[config.mk]
export PLATFORM = sky130hd
export DESIGN_NAME = pipe_mdu_ctrl
export DESIGN_NICKNAME = d
export VERILOG_FILES = /design/src/rtl/pipe_mdu_ctrl.sv
export SDC_FILE = /design/constraint.sdc
export NUM_CORES = 2
export LEC_CHECK = 0
export CORE_MARGIN = 5
export CORE_UTILIZATION = 30
export CTS_BUF_LIST = sky130_fd_sc_hd__clkbuf_4
export DETAILED_ROUTE_END_ITERATION = 7
export GPL_TIMING_DRIVEN = 1
export SLEW_MARGIN = 15
export SYNTH_ARGS = -nofsm -noshare
export SYNTH_HDL_FRONTEND = slang
export SYNTH_SLANG_ARGS = --single-unit
export TNS_END_PERCENT = 50
[constraint.sdc]
create_clock -name clk -period 25.1 [get_ports clk]
set_input_delay 3.765 -clock clk [delete_from_list [all_inputs] [get_ports clk]]
set_output_delay 3.765 -clock clk [all_outputs]
set_load 0.005 [all_outputs]
[src/rtl/pipe_mdu_ctrl.sv]
// pipe_mdu_ctrl -- multiply/divide unit controller for the 5-stage pipeline.
//
// Runs mult/multu through a latency-counted multiplier and div/divu through a
// 1-bit/cycle restoring divider. Owns the HI/LO registers, including mthi/mtlo
// writes, and raises a stall request while an op is in flight and the pipeline
// needs the unit or HI/LO.
//
// Ports
//   clk      in   1   clock, all state on rising edge
//   rst      in   1   synchronous active-high reset (discards an op in flight)
//   start    in   1   EXE issues mult/div this cycle (held while stall_o=1)
//   op       in   2   00 mult, 01 multu, 10 div, 11 divu
//   a        in  32   rs operand (dividend / multiplicand)
//   b        in  32   rt operand (divisor / multiplier)
//   mthi     in   1   write HI from wdata
//   mtlo     in   1   write LO from wdata
//   wdata    in  32   mthi/mtlo data
//   hilo_rd  in   1   ID decodes mfhi/mflo this cycle
//   hi       out 32   HI register
//   lo       out 32   LO register
//   busy     out  1   op in flight
//   done     out  1   one-cycle pulse, the cycle after HI/LO update from an op
//   stall_o  out  1   pipeline stall request (combinational)
module pipe_mdu_ctrl #(
    parameter int MUL_LAT = 3
) (
    input  logic        clk,
    input  logic        rst,
    input  logic        start,
    input  logic [1:0]  op,
    input  logic [31:0] a,
    input  logic [31:0] b,
    input  logic        mthi,
    input  logic        mtlo,
    input  logic [31:0] wdata,
    input  logic        hilo_rd,
    output logic [31:0] hi,
    output logic [31:0] lo,
    output logic        busy,
    output logic        done,
    output logic        stall_o
);

    typedef enum logic [1:0] {S_IDLE, S_MUL, S_DIV, S_FIX} state_t;

    state_t      state_q, state_d;
    logic [4:0]  cnt_q, cnt_d;
    logic [31:0] hi_q, hi_d, lo_q, lo_d;
    logic        done_q, done_d;
    logic        sgn_q, sgn_d;      // signed multiply
    logic        qs_q, qs_d;        // negate quotient in FIX
    logic        rs_q, rs_d;        // negate remainder in FIX
    logic        dz_q, dz_d;        // divide by zero: skip sign fix

    // Operand/working registers; no reset needed, always loaded on accept.
    // quo_q holds the multiplicand during MUL, dvs_q the multiplier.
    logic [31:0] rem_q, rem_d, quo_q, quo_d, dvs_q, dvs_d;

    logic [32:0]        shifted, trial;
    logic               ge;
    logic signed [63:0] mul_a, mul_b, prod;
    logic               sdiv;

    // Two's-complement negate when neg is set; used for magnitudes and sign fix.
    function automatic logic [31:0] cond_neg(input logic [31:0] v, input logic neg);
        return neg ? (~v + 32'd1) : v;
    endfunction

    always_comb begin
        shifted = {rem_q, quo_q[31]};
        trial   = shifted - {1'b0, dvs_q};
        // rem stays below the divisor, so a borrow into bit 32 means the
        // trial subtract went negative.
        ge      = ~trial[32];
        mul_a   = {{32{sgn_q & quo_q[31]}}, quo_q};
        mul_b   = {{32{sgn_q & dvs_q[31]}}, dvs_q};
        prod    = mul_a * mul_b;
    end

    always_comb begin
        state_d = state_q;
        cnt_d   = cnt_q;
        hi_d    = hi_q;
        lo_d    = lo_q;
        done_d  = 1'b0;
        sgn_d   = sgn_q;
        qs_d    = qs_q;
        rs_d    = rs_q;
        dz_d    = dz_q;
        rem_d   = rem_q;
        quo_d   = quo_q;
        dvs_d   = dvs_q;
        sdiv    = 1'b0;
        unique case (state_q)
            S_IDLE: begin
                if (start) begin
                    // start wins over a same-cycle mthi/mtlo
                    sgn_d = ~op[0];
                    if (!op[1]) begin
                        state_d = S_MUL;
                        cnt_d   = 5'(MUL_LAT - 1);
                        quo_d   = a;
                        dvs_d   = b;
                    end else begin
                        state_d = S_DIV;
                        cnt_d   = 5'd31;
                        dz_d    = (b == 32'd0);
                        // With a zero divisor the raw dividend is shifted through,
                        // which leaves rem=a and quo=all ones.
                        sdiv    = ~op[0] & (b != 32'd0);
                        quo_d   = cond_neg(a, sdiv & a[31]);
                        dvs_d   = cond_neg(b, sdiv & b[31]);
                        rem_d   = 32'd0;
                        qs_d    = ~op[0] & (a[31] ^ b[31]);
                        rs_d    = ~op[0] & a[31];
                    end
                end else begin
                    if (mthi) hi_d = wdata;
                    if (mtlo) lo_d = wdata;
                end
            end
            S_MUL: begin
                if (cnt_q == 5'd0) begin
                    hi_d    = prod[63:32];
                    lo_d    = prod[31:0];
                    done_d  = 1'b1;
                    state_d = S_IDLE;
                end else begin
                    cnt_d = cnt_q - 5'd1;
                end
            end
            S_DIV: begin
                rem_d = ge ? trial[31:0] : shifted[31:0];
                quo_d = {quo_q[30:0], ge};
                if (cnt_q == 5'd0) state_d = S_FIX;
                else               cnt_d   = cnt_q - 5'd1;
            end
            S_FIX: begin
                lo_d    = dz_q ? quo_q : cond_neg(quo_q, qs_q);
                hi_d    = dz_q ? rem_q : cond_neg(rem_q, rs_q);
                done_d  = 1'b1;
                state_d = S_IDLE;
            end
            default: state_d = S_IDLE;
        endcase
    end

    always_ff @(posedge clk) begin
        if (rst) begin
            state_q <= S_IDLE;
            cnt_q   <= 5'd0;
            hi_q    <= 32'd0;
            lo_q    <= 32'd0;
            done_q  <= 1'b0;
            sgn_q   <= 1'b0;
            qs_q    <= 1'b0;
            rs_q    <= 1'b0;
            dz_q    <= 1'b0;
        end else begin
            state_q <= state_d;
            cnt_q   <= cnt_d;
            hi_q    <= hi_d;
            lo_q    <= lo_d;
            done_q  <= done_d;
            sgn_q   <= sgn_d;
            qs_q    <= qs_d;
            rs_q    <= rs_d;
            dz_q    <= dz_d;
        end
    end

    always_ff @(posedge clk) begin
        rem_q <= rem_d;
        quo_q <= quo_d;
        dvs_q <= dvs_d;
    end

    assign hi      = hi_q;
    assign lo      = lo_q;
    assign busy    = (state_q != S_IDLE);
    assign done    = done_q;
    assign stall_o = busy & (start | hilo_rd | mthi | mtlo);

endmodule

## Yosys cells after proc, flatten, opt, wreduce, memory -nomap -nowiden

Cells that the tools add are included.

- Flip-flop bits (word level): 172
- Bits of input ports: 104

- Add/subtract/negate cells: 6
- $mul: 1
- Equality and inequality tests: 11
- Multiplexer cells: 33
- Bitwise operators: 18
- Reduce and logical (&&, ||, !) cells: 17

Operators by type and width:

| cell | number |
|---|---|
| $mux 32 | 18 |
| $pmux 32 s3 | 2 |
| $add 32x1->32 const B | 4 |
| $not 32->32 | 4 |
| $pmux 32 s2 | 2 |
| $mul 33x33->64 | 1 |
| $sub 33x32->33 | 1 |
| $logic_not 32->1 | 1 |
| $reduce_bool 32->1 | 1 |
| $ne 2x2->1 const B | 8 |
| $mux 5 | 3 |
| $reduce_and 3->1 | 4 |
| $pmux 5 s2 | 1 |
| $and 1x1->1 | 8 |
| $mux 2 | 4 |
| $pmux 2 s4 | 1 |
| $reduce_and 4->1 | 2 |
| $reduce_bool 2->1 | 3 |
| $logic_not 5->1 | 1 |
| $sub 5x1->5 const B | 1 |
| $eq 2x2->1 const B | 2 |
| $reduce_and 2->1 | 2 |
| $or 1x1->1 | 3 |
| $reduce_bool 3->1 | 1 |
| 7 further kinds | 8 |

## Depth between registers and ports, before layout

- Depth in word-level cells: 7
- Gate-level depth with buffers: 32

## Worst setup path after synthesis

Ideal clock, no wire load.

- Path kind: flip-flop to flip-flop
- Start point: register quo_q[31]
- End point: register hi_q[31] (netlist: hi[31])
- Library setup time: 131 ps
- Arrival time: 8,094 ps
- Data required time: 24,969 ps
- Slack: 16,875 ps
- Cell stages (with the launch flop): 31
- Path buffers: 1
- Period minus slack after synthesis: 8,225 ps
- Cell sequence: edfxtp_1 -> and2_1 -> clkbuf_1 -> nand2_1 -> inv_1 -> fa_1 -> inv_1 -> fa_1 -> inv_1 -> fa_1 -> fa_1 -> inv_1 -> fa_1 -> inv_1 -> fa_1 -> inv_1 -> fa_1 -> fa_1 -> inv_1 -> ha_1 -> and3_1 -> and2_1 -> a221oi_1 -> o31ai_1 -> nand2_1 -> a41oi_1 -> o21ai_1 -> o21ai_1 -> o31ai_1 -> xnor2_1 -> o32ai_1

- Longest elaborated chain between the ends: 4

Ends and longest elaborated chain:

| element | RTL line | text |
|---|---|---|
| from (decl) | 57 | `logic [31:0] rem_q, rem_d, quo_q, quo_d, dvs_q, dvs_d;` |
| from (signal assigned) | 174 | `quo_q <= quo_d;` |
| $and 1x1->1 | 75 | `mul_a = {{32{sgn_q & quo_q[31]}}, quo_q};` |
| $mul 33x33->64 * | 77 | `prod = mul_a * mul_b;` |
| $mux 32 * | 123 | `if (cnt_q == 5'd0) begin` |
| $pmux 32 s3 * | 94 | `unique case (state_q)` |
| to (signal assigned) | 162 | `hi_q <= hi_d;` |
| to (decl) | 48 | `logic [31:0] hi_q, hi_d, lo_q, lo_d;` |

Mark *: on every way between the ends. The rest lies on a longest branch, timed or not. The select of a mux whose other input is x is not followed.
A chain may end at the register's enable or synchronous reset.

## Worst setup path after layout

Ends and elaborated chain as after synthesis.

==> results.md <==
- Yosys cell types: 88
- Type of origin of the critical path: flop
- Synth top area share: 0.456
- CTS tree: done
- Status: finished clean
- Async SR Flop Fraction: 0
- Crit. End Element: flop
- Synth Area in Compound Gates: 0.0762
- Final Cycle Share: 0.384
- Cell mode on critical path: fa_1
- Post-synthesis mux area share: 0.00609
- Die Width: around 420 µm
- Area share of and/or/nand/nor cells after synthesis: 0.154
- Setup Skew: 0.0601 ns
- # setup viols final: 0
- Chip height: between 400 and 500 µm
- Synthesis Warnings: 0
- Ys flop type: edfxtp_1
- Worst skew pair latency: ~0.87 ns
- Vias/cell: 5.05
- Largest stage delay, worst path: 0.95 ns
- Post-synth top area cell: fa_1
- Most common cell after layout, fill and taps aside: inv_1
- Initial DRC count: 3205
- Post-route ant nets: 0
- Root Driver: clkbuf_4
- Most frequent cells in the layout: inv_1 (1188), fa_1 (1126), nand2_1 (864)
- Largest net degree at the start of global routing: a little under 80
- Port buffer count: 170
- Synth Area in XOR/XNOR: 0.0395
- Max_slew headroom: 0.241
- Cts hold-fix bufs: 0
- Cell area after synthesis: between 40000 and 50000 µm²
- Clock Sinks: approximately 170
- Post-synth EDFFs: 96
- Worst Max-Slew Pin Slew: around 1.1 ns
- Adder-cell share of the synthesized area: 0.520
- Core area: 164000 µm²
- Final Hold Viols: 0
- DP HPWL: ~130 mm
- First-pass GRT wire length: 261 mm
- Flop-to-flop setup slack: 15.45 ns
- Critical path arrival: 10.40 ns
- Crit path time final: a little under 10 ns
- Via count: about 39000
- Met1 Use GR: 0.236
- Post-route setup TNS: 0 ns
- Rows: approximately 150
- Vias in the first global route: between 40000 and 50000
- Largest family of logic cells by synthesized area: adder cells
- Met3 GRT Util: 0.0318
- Pins Over Slew Limit: 0
- Syn avg cell area: between 8 and 9 µm²
- GRT met2 Usage: 0.346
- Initial antenna violation count: 8
- Setup Buffers After CTS: 0
- Synth Instances: ~5600
- Syn_nets: between 7000 and 8000
- Total gr overflow: 0
- GRT Util Overall: 0.198
- F_max: about 100 MHz
- Drt wl/cell: around 22 µm
- Area Growth Syn to Fin: 8.73%
- Worst Setup Path Type: flop to flop
- Top Usage Layer GRT: met2
- Cts bufs inserted: 17
- H-tree levels: 4
- Share of layout cells above drive strength 1: 0.0334
- Crit path max-delay cell type: fa_1
- Nets: about 7000
- First-pass iteration count of the detailed router: 6
- GPL Wtd Cong: a little over 0.9
- Starting Density: 0.301
- # fillers: between 15000 and 20000
- CTS resizes: 0
- Hold Path Class: flop to flop
- Io pins: about 170
- Max Cap Viol: 0
- Synth Register Bits: between 150 and 200
- RSZ-0062 raised after global routing: false
- Register area share after synthesis: 0.0890
- DRC Markers: 0
- Die area: about 170000 µm²
- Maximum clock path buffer count: 2
- Crit path max fanout: 13
- Req. time, crit path: ~26 ns
- Reg clk slew, reported paths: around 0.22 ns
- Synth area leaders: fa_1 (46%), inv_1 (9.0%), nand2_1 (6.6%), ha_1 (6.4%), edfxtp_1 (5.8%)
- Post-Route WL: between 150 and 200 mm
-- layout make-up --
class / count / area, µm² / share of cell area
diodes: 6 / 15.0 / 0.000279
flip-flops and latches: 172 / 4400 / 0.0819
multi-input cells: 3875 / 39400 / 0.733
clock inverters: 15 / 210 / 0.00391
clock buffers: 17 / 128 / 0.00237
repair buffers: 266 / 2420 / 0.0449
inverters: 1192 / 4470 / 0.0832
well taps: 2189 / 2740 / 0.0509
-- worst max-delay path: cells and delay by family, from the launching register on --
kind                     cells  cell delay (ns)
AO/OA/AOI/OAI                7             1.72
XOR/XNOR                     1             0.17
adder cells (fa/ha/maj)      9             4.73
buffers and inverters        7             1.07
flip-flops                   1             0.39
AND/OR/NAND/NOR              5             1.44
-- metrics by stage --
stage                     worst slack, ns  hold WS, ns  cells  utilization  area, µm²
after floorplan                     16.88        0.465   5551            -      49500
after global placement              15.64        0.477   7694        0.325      53500
after detailed placement            15.46        0.484   7694        0.325      53500
after CTS                           15.49        0.511   7726        0.327      53800
after global routing                15.02        0.534   7732        0.327      53800
final                               15.45        0.508   7732        0.327      53800
-- Yosys cell counts (18+ instances only) --
cell type and number:
xnor2_1 133, a21o_1 40, nand3_1 27, nor3_1 56
a21oi_1 159, fa_1 1126, edfxtp_1 96, buf_1 36
clkbuf_1 270, o21a_1 18, and3_1 31, o21ai_0 91
a22oi_1 18, nor2_1 298, inv_1 1188, nand2b_1 23
o21ai_1 20, ha_1 255, a221oi_1 24, o31ai_1 22
mux2i_1 29, a211oi_1 31, and2_1 262, dfxtp_1 76
nand2_1 865, xor2_1 87, a221o_1 22, nor2b_1 32
-- registers in the layout (all words and copies together) (netlist names) --
register,count
done,1
cnt_q,5
rem_q,32
state_q,2
sgn_q,1
hi,32
qs_q,1
lo,32
dz_q,1
dvs_q,32
rs_q,1
quo_q,32
-- final timing paths --
kind / start / end / cells after the start
worst min-delay path: lo[13]$_SDFFE_PP0P_ / lo[13]$_SDFFE_PP0P_ / 2
worst min register to register: lo[13]$_SDFFE_PP0P_ / lo[13]$_SDFFE_PP0P_ / 2
worst max-delay path: quo_q[31]$_DFFE_PP_ / hi[31]$_SDFFE_PP0P_ / 29
worst max register to register: quo_q[31]$_DFFE_PP_ / hi[31]$_SDFFE_PP0P_ / 29
-- cells by family after synthesis --
group           Yosys count
xor+xnor                221
buf+inv                1504
fa+ha+maj              1381
simple gates           1684
compound gates          559
flops                   172
mux                      30
-- layer usage --
metal	vias up	part of all wire
met5	-	0.00022
met4	6	0.059
met3	434	0.071
met2	1614	0.50
met1	20362	0.37
li1	16665	-
Power is not shown: default switching activity piles up to over one toggle a cycle in this logic, so the estimate is an artifact.
